--- src/rtl/bitrev_arbiter.sv ---
// Round-robin arbiter sharing one WIDTH-bit bit-reverser between two requesters.
// Double-width ops take two beats through the same reverser; results are held until RespReady.
module bitrev_arbiter #(
    parameter int WIDTH = 32
) (
    input  logic               clk,
    input  logic               resetn,
    input  logic               Req0Valid,
    input  logic               Req0Double,
    input  logic [2*WIDTH-1:0] Req0A,
    output logic               Req0Ready,
    input  logic               Req1Valid,
    input  logic               Req1Double,
    input  logic [2*WIDTH-1:0] Req1A,
    output logic               Req1Ready,
    output logic               RespValid,
    input  logic               RespReady,
    output logic [2*WIDTH-1:0] RespData,
    output logic               RespId,
    output logic               Busy
);

    typedef enum logic [1:0] {
        IDLE  = 2'd0,
        BEAT0 = 2'd1,
        BEAT1 = 2'd2,
        DONE  = 2'd3
    } state_t;

    state_t               state_q, state_d;
    logic [2*WIDTH-1:0]   op_q, op_d;
    logic [2*WIDTH-1:0]   res_q, res_d;
    logic                 dbl_q, dbl_d;
    logic                 id_q, id_d;
    logic                 last_q, last_d;

    logic                 gnt0, gnt1;
    logic [WIDTH-1:0]     rev_in;
    logic [WIDTH-1:0]     rev_out;

    // On contention the requester that was not granted last time wins.
    assign gnt0 = Req0Valid & (~Req1Valid | last_q);
    assign gnt1 = Req1Valid & (~Req0Valid | ~last_q);

    assign Req0Ready = (state_q == IDLE) & gnt0;
    assign Req1Ready = (state_q == IDLE) & gnt1;

    assign rev_in = (state_q == BEAT1) ? op_q[2*WIDTH-1:WIDTH] : op_q[WIDTH-1:0];

    generate
        for (genvar gi = 0; gi < WIDTH; gi++) begin : g_rev
            assign rev_out[gi] = rev_in[WIDTH-1-gi];
        end
    endgenerate

    always_comb begin
        state_d = state_q;
        op_d    = op_q;
        res_d   = res_q;
        dbl_d   = dbl_q;
        id_d    = id_q;
        last_d  = last_q;
        unique case (state_q)
            IDLE: begin
                if (Req0Ready) begin
                    op_d    = Req0A;
                    dbl_d   = Req0Double;
                    id_d    = 1'b0;
                    last_d  = 1'b0;
                    state_d = BEAT0;
                end else if (Req1Ready) begin
                    op_d    = Req1A;
                    dbl_d   = Req1Double;
                    id_d    = 1'b1;
                    last_d  = 1'b1;
                    state_d = BEAT0;
                end
            end
            BEAT0: begin
                // Low half of the operand lands in the high half of a double result.
                if (dbl_q) begin
                    res_d[2*WIDTH-1:WIDTH] = rev_out;
                    state_d                = BEAT1;
                end else begin
                    res_d   = {{WIDTH{1'b0}}, rev_out};
                    state_d = DONE;
                end
            end
            BEAT1: begin
                res_d[WIDTH-1:0] = rev_out;
                state_d          = DONE;
            end
            DONE: begin
                if (RespReady) begin
                    state_d = IDLE;
                end
            end
            default: state_d = IDLE;
        endcase
    end

    always_ff @(posedge clk or negedge resetn) begin
        if (!resetn) begin
            state_q <= IDLE;
            op_q    <= '0;
            res_q   <= '0;
            dbl_q   <= 1'b0;
            id_q    <= 1'b0;
            last_q  <= 1'b1;
        end else begin
            state_q <= state_d;
            op_q    <= op_d;
            res_q   <= res_d;
            dbl_q   <= dbl_d;
            id_q    <= id_d;
            last_q  <= last_d;
        end
    end

    assign RespValid = (state_q == DONE);
    assign RespData  = res_q;
    assign RespId    = id_q;
    assign Busy      = (state_q != IDLE);

endmodule

--- config.mk ---
export PLATFORM = sky130hd
export DESIGN_NAME = bitrev_arbiter
export DESIGN_NICKNAME = d
export VERILOG_FILES = /design/src/rtl/bitrev_arbiter.sv
export SDC_FILE = /design/constraint.sdc
export NUM_CORES = 1
export LEC_CHECK = 0
export CORE_MARGIN = 1.5
export CORE_UTILIZATION = 47
export CTS_CLUSTER_SIZE = 28
export DETAILED_ROUTE_END_ITERATION = 10
export PLACE_DENSITY = 0.82
export SETUP_SLACK_MARGIN = 0.3
export SYNTH_ARGS = -nofsm -noshare
export SYNTH_HDL_FRONTEND = slang
export SYNTH_SLANG_ARGS = --single-unit
export TNS_END_PERCENT = 50
--- constraint.sdc ---
create_clock -name clk -period 2.2 [get_ports clk]
set_input_delay 0.33 -clock clk [delete_from_list [all_inputs] [get_ports clk]]
set_output_delay 0.33 -clock clk [all_outputs]
set_load 0.01 [all_outputs]
# Word-level counts from Yosys, hierarchy flattened
# Index checks and enable logic that the tools add are counted.
# Widths: inputs -> output; s select.
# totals
inputBits	135
ff_bits	133
wordCells	44
output_inout_bits	69
# classes
n_reduce_logical	7
n_eq_ne	6
mux	15
bitwise_logic	9
# ops
op	n
$mux 64	2
$mux 32	3
$pmux 32 s2	1
$pmux 2 s4	1
$mux 2	3
$reduce_and 2->1	3
$reduce_bool 2->1	3
$mux 1	5
$and 1x1->1	4
$eq 2x2->1 const B	2
$ne 3x3->1 const B	1
$not 1->1	3
$eq 2x1->1 const B	1
$logic_not 2->1	1
$ne 2x1->1 const B	1
$ne 2x2->1 const B	1
$or 1x1->1	2

# Logic depth before layout (Yosys ltp)
# Gate-level depths: netlist of the first run.
# logic_depth
depth_word	7
ltp_mapped	8
mapped_depth_nobuf	5

# Worst setup path after synthesis of the first run
# Ideal clock, no wire load.
# synth_timing
path_type	reg-to-output
startpoint	register state_q[0]
endpoint	output port Req0Ready
t_arrival_ns	1.325
path_stages_with_launch	7
path_slack_ns	0.545
cell_sequence	dfrtp_1 > inv_1 > ha_1 > nand2_2 > buf_6 > clkbuf_1 > nor2_1
# synth_via
elab_chain_cells	2
# synth_rtl
element	line_no	source
from (decl)	30	state_t state_q, state_d;
from (signal assigned)	111	state_q <= state_d;
$logic_not 2->1	45	assign Req0Ready = (state_q == IDLE) & gnt0;
$and 1x1->1	45	
to (decl)	11	output logic Req0Ready,
# No other way between the ends.

# Worst setup path after layout of the first run
# layout_timing
startpoint	register state_q[1]
endpoint	output port Req0Ready
# Same word-level chain as after synthesis.

==> results.rst, run 1 <==
.. list-table::
   :header-rows: 1

   * - Metric
     - Value
   * - Wirelength per Cell
     - 16.8 um
   * - Critical path start-end classification
     - register to output pin
   * - Met3 usage in global routing
     - 0.0453
   * - Standard cell core area
     - 13300 um2
   * - Number of DRC violations after detailed routing
     - 0
   * - Routed wire length
     - 17000 um
   * - Most heavily used metal layer in global routing
     - met2
   * - Layout cells sized above 1
     - 0.0719
   * - Post-route non-filler standard cell count
     - 1011
   * - Register clock-pin slew on the reported worst setup and hold paths
     - 50 ps
   * - Most common library cell in the layout ignoring fill and taps
     - sky130_fd_sc_hd__clkdlybuf4s50_1
   * - Skew-Pair Late Insertion Delay
     - 410 ps
   * - Initial antenna violation count
     - 0
   * - Worst Path Max Fanout
     - 6
   * - Count of final hold-check violations
     - 0
   * - Final critical-path setup slack
     - 290 ps
   * - Total inserted antenna cells
     - 0
   * - RSZ-0062 raised after global routing
     - yes
   * - Growth of design area from synthesis to finish
     - 44.7%
   * - Die boundary height
     - 120 um
   * - Net count after synthesis
     - 777
   * - Highest-delay cell along the critical path
     - sky130_fd_sc_hd__dfrtp_1
   * - Netlist Area Pre-Place
     - 6460 um2
   * - Combined buffer and inverter count along the critical path
     - 2
   * - Most frequent cells in the layout
     - sky130_fd_sc_hd__clkdlybuf4s50_1, sky130_fd_sc_hd__dfrtp_1, sky130_fd_sc_hd__inv_1
   * - First-iteration detailed-routing DRC count
     - 364
   * - Sequential area share after synthesis
     - 0.515
   * - Cell area power density
     - 1480 nW/um2
   * - Final worst path period share
     - 0.868
   * - Routability congestion estimate from global placement
     - 0.766
   * - Hold WC Path Type
     - primary input to asynchronous set/reset pin
   * - Setup violation total in the final timing report
     - 0
   * - Critical path required time
     - 1870 ps
   * - Flop-to-flop setup slack
     - 420 ps
   * - Launching instance or port of the critical path
     - state_q[1]
   * - Proportion of netlist area held by the largest area contributor
     - 0.511
   * - First drt pass iteration count
     - 5
   * - Clock net sink count
     - 133
   * - Worst Clk Skew
     - 5.21 ps
   * - Starting utilization of the core area
     - 0.484
   * - Number of port buffers
     - 203
   * - Estimated wirelength of the detail-placed design
     - 11800 um
   * - Cell Count Post-Placement
     - 975
   * - Number of slew-limit violations in the final report
     - 0
   * - # Max-Cap Violations
     - 0
   * - Die Width
     - 120 um
   * - GRT Util Overall
     - 0.242
   * - Max Fclk
     - 0.524 GHz
   * - Row count
     - 42
   * - Wire length of the first global-routing pass
     - 27200 um
   * - #FFs+latches synth
     - 133
   * - Vias/cell
     - 5.42
   * - Tmin final
     - 1910 ps
   * - R2R Path Start
     - state_q[1]
   * - Yosys warnings
     - 0
   * - Vias after detailed routing
     - 5482
   * - Post-Place Worst Slack
     - 124 ps
   * - Outcome
     - completed
   * - Met1 global-route usage
     - 0.289
   * - Num ports
     - 204
   * - Critical Path Start Type
     - register
   * - Met2 routing resource usage after global routing
     - 0.424
   * - Cell area after layout
     - 9350 um2
   * - Relative max-transition margin
     - 0.631
   * - Count of distinct cell types in the synthesized netlist
     - 25
   * - Vias in the first global route
     - 5606
   * - Inserted Clock Buffers
     - 17
   * - R2R depth
     - 6
   * - Area of the die
     - 14500 um2
   * - Maximum number of pins on one net before global-route repair
     - 71
   * - Endpoint kind of the worst setup timing path
     - output pin
   * - Final Power
     - 0.0138 W
   * - Arr. time, crit path
     - 1580 ps
   * - Reg-to-reg endpoint
     - op_q[57]
   * - Total global routing overflow
     - 0
   * - Worst voltage drop across the vdd grid
     - 0.783 mV
   * - Number of nets at the end of the flow
     - 961
   * - Total negative setup slack
     - 0 ps
   * - Area contributors post-synth
     - sky130_fd_sc_hd__dfrtp_1, sky130_fd_sc_hd__mux2i_1, sky130_fd_sc_hd__or3b_1
   * - Transition at the pin with the smallest max-transition slack
     - 554 ps
   * - Count of nets left with antenna violations after detail routing
     - 0
   * - CTS tree
     - done
   * - CTS H-tree lvls
     - 4
   * - Root Buffer
     - sky130_fd_sc_hd__clkbuf_16
   * - Placed cell areas
     - 8630 um2
   * - Mean instance size in the synthesized netlist
     - 10.1 um2
   * - Top cell type by total area after synthesis
     - sky130_fd_sc_hd__dfrtp_1
   * - Static Leakage
     - 4.01 nW
   * - Gate count of the mapped netlist
     - 638
   * - Longest individual stage delay on the worst path
     - 400 ps
   * - Sequence of cells on the critical path
     - inv_2 -> ha_4 -> nand2_4 -> nor2_1 -> dlygate4sd2_1
   * - Cell family contributing the most delay on the critical path
     - flip-flops
   * - Maximum buffer depth of the clock tree
     - 2
[report_power, final]
| part | internal [W] | total, W | switching (W) |
|---|---|---|---|
| Clock | 0.00216 | 0.00317 | 0.00101 |
| Combinational | 0.00303 | 0.00625 | 0.00322 |
| Sequential | 0.00369 | 0.00438 | 0.000693 |
[how the worst max path moves through the flow]
stage           endpoint  cells past startpoint
6_report       Req0Ready                      5
5_1_grt        Req0Ready                      5
4_1_cts        RespValid                      3
3_5_place_dp   Req0Ready                      4
3_3_place_gp   Req0Ready                      4
2_1_floorplan  Req0Ready                      6
[kinds of logic (layout without fill, tap and decap cells)]
logic type,after synthesis,in the layout,share of synthesized area
mux,65,65,0.101
fa+ha+maj,4,4,0.00775
simple gates,141,141,0.137
buf+inv,127,324,0.0887
compound gates,168,168,0.150
flops,133,133,0.515
[metrics by stage]
stage                     hold slack, ps  utilization
final                                405        0.700
after global routing                 452        0.700
after CTS                            411        0.700
after detailed placement             288        0.647
after global placement               283        0.647
after floorplan                     34.4            -
[Yosys cell counts (all sizes together)]
master and count:
a31oi 65, dfstp 1, a2111o 1, or3b 65, mux2i 64, buf 26
clkbuf 31, o21ai 69, nand3 1, nor3 1, nand2 3, nor2b 3
o21a 1, nor2 67, o22ai 32, nor3b 1, dfrtp 132, inv 70
mux2 1, ha 4
[sequential cells by signal (all words and copies together) (netlist names)]
register  flops
RespData     64
RespId        1
dbl_q         1
last_q        1
op_q         64
state_q       2
[final cells by class]
type,instances,area (um2)
clock inverters,8,168
flip-flops and latches,133,3330
multi-input cells,378,2600
repair buffers,222,2270
clock buffers,24,502
fillers,977,4000
well taps,176,220
inverters,70,263
[layer usage]
metal | wire length, um | share of wire
met1 | 6980 | 0.41
met2 | 8750 | 0.51
met3 | 843 | 0.050
met4 | 427 | 0.025
met5 | 0 | 0
[what timing repair did]
item | 4_1_cts | 5_1_grt
buffers inserted | 3 | 0
hold buffers | 1 | 0
gates resized for setup | 8 | 1
endpoints found under the setup margin | 38 | 3
pin swaps | 0 | 0
endpoints found under the hold margin | 45 | 0
No activity file was read; power rests on OpenSTA's default activity.
==> run 2: changes to the inputs <==
MAX_ROUTING_LAYER = met4   (was unset)
TNS_END_PERCENT = unset   (was 50)
==> run 2 against run 1 <==
Net effect: fmax is 7.1% higher; global-route usage is 0.69 points higher; power hardly changed; sequential cell count stayed put; die area stayed put; largest power group unchanged.
==> results.rst, run 2 (synthesized netlist as in run 1, its figures left out) <==
.. list-table::
   :header-rows: 1

   * - Metric
     - Value
   * - Arr. time, crit path
     - 2100 ps (+520 ps)
   * - Count of nets left with antenna violations after detail routing
     - 0 (unchanged)
   * - Vias after detailed routing
     - 5463 (-0.35%)
   * - Vias in the first global route
     - 5600 (-0.11%)
   * - Outcome
     - completed
   * - Combined buffer and inverter count along the critical path
     - 2 (unchanged)
   * - First drt pass iteration count
     - 5 (unchanged)
   * - Sequence of cells on the critical path
     - inv_2 -> ha_4 -> nand2_4 -> buf_4 -> or3b_1 -> a31oi_1
   * - Worst Clk Skew
     - 5.36 ps (+0.145 ps)
   * - First-iteration detailed-routing DRC count
     - 356 (-2.2%)
   * - Maximum buffer depth of the clock tree
     - 2 (unchanged)
   * - Estimated wirelength of the detail-placed design
     - 11800 um (unchanged)
   * - Highest-delay cell along the critical path
     - sky130_fd_sc_hd__or3b_1
   * - Worst voltage drop across the vdd grid
     - 0.782 mV (-0.14%)
   * - Die Width
     - 120 um (unchanged)
   * - Maximum number of pins on one net before global-route repair
     - 71 (unchanged)
   * - Num ports
     - 204 (unchanged)
   * - Number of nets at the end of the flow
     - 961 (unchanged)
   * - Filler Cell Count
     - 978 (+0.10%)
   * - Inserted Clock Buffers
     - 17 (unchanged)
   * - CTS H-tree lvls
     - 4 (unchanged)
   * - # Max-Cap Violations
     - 0 (unchanged)
   * - Initial antenna violation count
     - 0 (unchanged)
   * - Root Buffer
     - sky130_fd_sc_hd__clkbuf_16
   * - Most common library cell in the layout ignoring fill and taps
     - sky130_fd_sc_hd__clkdlybuf4s50_1
   * - Cell family contributing the most delay on the critical path
     - simple AND/OR/NAND/NOR gates
   * - Setup violation total in the final timing report
     - 0 (unchanged)
   * - Total global routing overflow
     - 0 (unchanged)
   * - Starting utilization of the core area
     - 0.484 (unchanged)
   * - Post-Place Worst Slack
     - 124 ps (unchanged)
   * - Tmin final
     - 1780 ps (-127 ps)
   * - GRT Util Overall
     - 0.249 (+0.00693)
   * - Critical path start-end classification
     - register to register
   * - Longest individual stage delay on the worst path
     - 420 ps (+20 ps)
   * - Cell area power density
     - 1480 nW/um2 (about the same)
   * - Final critical-path setup slack
     - 417 ps (+127 ps)
   * - Standard cell core area
     - 13300 um2 (unchanged)
   * - Area of the die
     - 14500 um2 (unchanged)
   * - Static Leakage
     - 4.01 nW (about the same)
   * - Row count
     - 42 (unchanged)
   * - Number of slew-limit violations in the final report
     - 0 (unchanged)
   * - Total inserted antenna cells
     - 0 (unchanged)
   * - Relative max-transition margin
     - 0.636 (+0.00560)
   * - Vias/cell
     - 5.40 (-0.35%)
   * - Routability congestion estimate from global placement
     - 0.776 (+1.3%)
   * - Layout cells sized above 1
     - 0.0743 (+0.00240)
   * - Total negative setup slack
     - 0 ps (unchanged)
   * - CTS tree
     - done
   * - Number of DRC violations after detailed routing
     - 0 (unchanged)
   * - Wire length of the first global-routing pass
     - 27200 um (about the same)
   * - Transition at the pin with the smallest max-transition slack
     - 545 ps (-8.39 ps)
   * - Wirelength per Cell
     - 16.8 um (about the same)
   * - Clock net sink count
     - 133 (unchanged)
   * - Critical path required time
     - 2520 ps (+650 ps)
   * - Final worst path period share
     - 0.810 (-0.0576)
   * - Number of port buffers
     - 203 (unchanged)
   * - Endpoint kind of the worst setup timing path
     - register
   * - Critical Path Start Type
     - register
   * - Growth of design area from synthesis to finish
     - 44.6% (about the same)
   * - Most frequent cells in the layout
     - sky130_fd_sc_hd__clkdlybuf4s50_1, sky130_fd_sc_hd__dfrtp_1, sky130_fd_sc_hd__inv_1
   * - Skew-Pair Late Insertion Delay
     - 410 ps (about the same)
   * - Max Fclk
     - 0.561 GHz (+7.1%)
   * - Count of final hold-check violations
     - 0 (unchanged)
   * - Register clock-pin slew on the reported worst setup and hold paths
     - 60 ps (about the same)
   * - Routed wire length
     - 17000 um (about the same)
   * - RSZ-0062 raised after global routing
     - no
   * - Hold WC Path Type
     - primary input to asynchronous set/reset pin
   * - Die boundary height
     - 120 um (unchanged)
   * - Worst Path Max Fanout
     - 70 (+64)
[run 2: changes by cell type in the layout (fill, tap and decap cells not counted), sizes merged]
| cell | change |
|---|---|
| clkbuf | +2 |
| clkdlybuf4s15 | -1 |
| dlygate4sd2 | -1 |
[run 2: worst paths after layout]
check | start | to | slack, ps | cells after the start
min | resetn | RespId | 400 | 2
min in group clk | Req1A[53] | op_q[53] | 500 | 3
max reg2reg | state_q[1] | op_q[57] | 420 | 6
max | state_q[1] | op_q[57] | 420 | 6
max in group asynchronous | resetn | RespData[17] | 1100 | 3
min reg2reg | last_q | last_q | 500 | 2
[run 2: area by class of cell]
cell class,count,area [um2],area share
Clock buffer,24,502,0.0537
Clock inverter,8,168,0.0180
Inverter,70,263,0.0281
Multi-Input combinational cell,378,2600,0.278
Sequential cell,133,3330,0.357
Tap cell,176,220,0.0236
Timing Repair Buffer,222,2260,0.242
[run 2: what timing repair did]
action	CTS	global route
pin swaps	0	0
endpoints found under the setup margin	38	3
buffers inserted	3	0
endpoints found under the hold margin	45	0
cloned	0	0
gates resized for setup	8	4
hold buffers	1	0
[run 2: metal layers]
layer / global-route usage / part of all wire / vias to the layer above
li1: - / - / 2609
met5: - / 0 / -
met2: 0.426 / 0.52 / 188
met1: 0.290 / 0.41 / 2638
met4: 0.109 / 0.024 / 0
met3: 0.0420 / 0.047 / 28
[run 2: where the power goes]
part           switching, W  internal [W]
sequential         0.000697       0.00369
clock               0.00101       0.00216
combinational       0.00321       0.00303
total               0.00493       0.00888
[run 2: metrics by stage]
stage	power [W]	instance area, um2	hold WS [ps]	utilization	cells
floorplan	0.00804	6460	34.4	-	638
global placement	0.0103	8630	283	0.647	975
CTS	0.0139	9340	411	0.700	1011
detailed placement	0.0106	8630	288	0.647	975
global route	0.0146	9340	453	0.699	1011
finish	0.0138	9340	399	0.699	1011
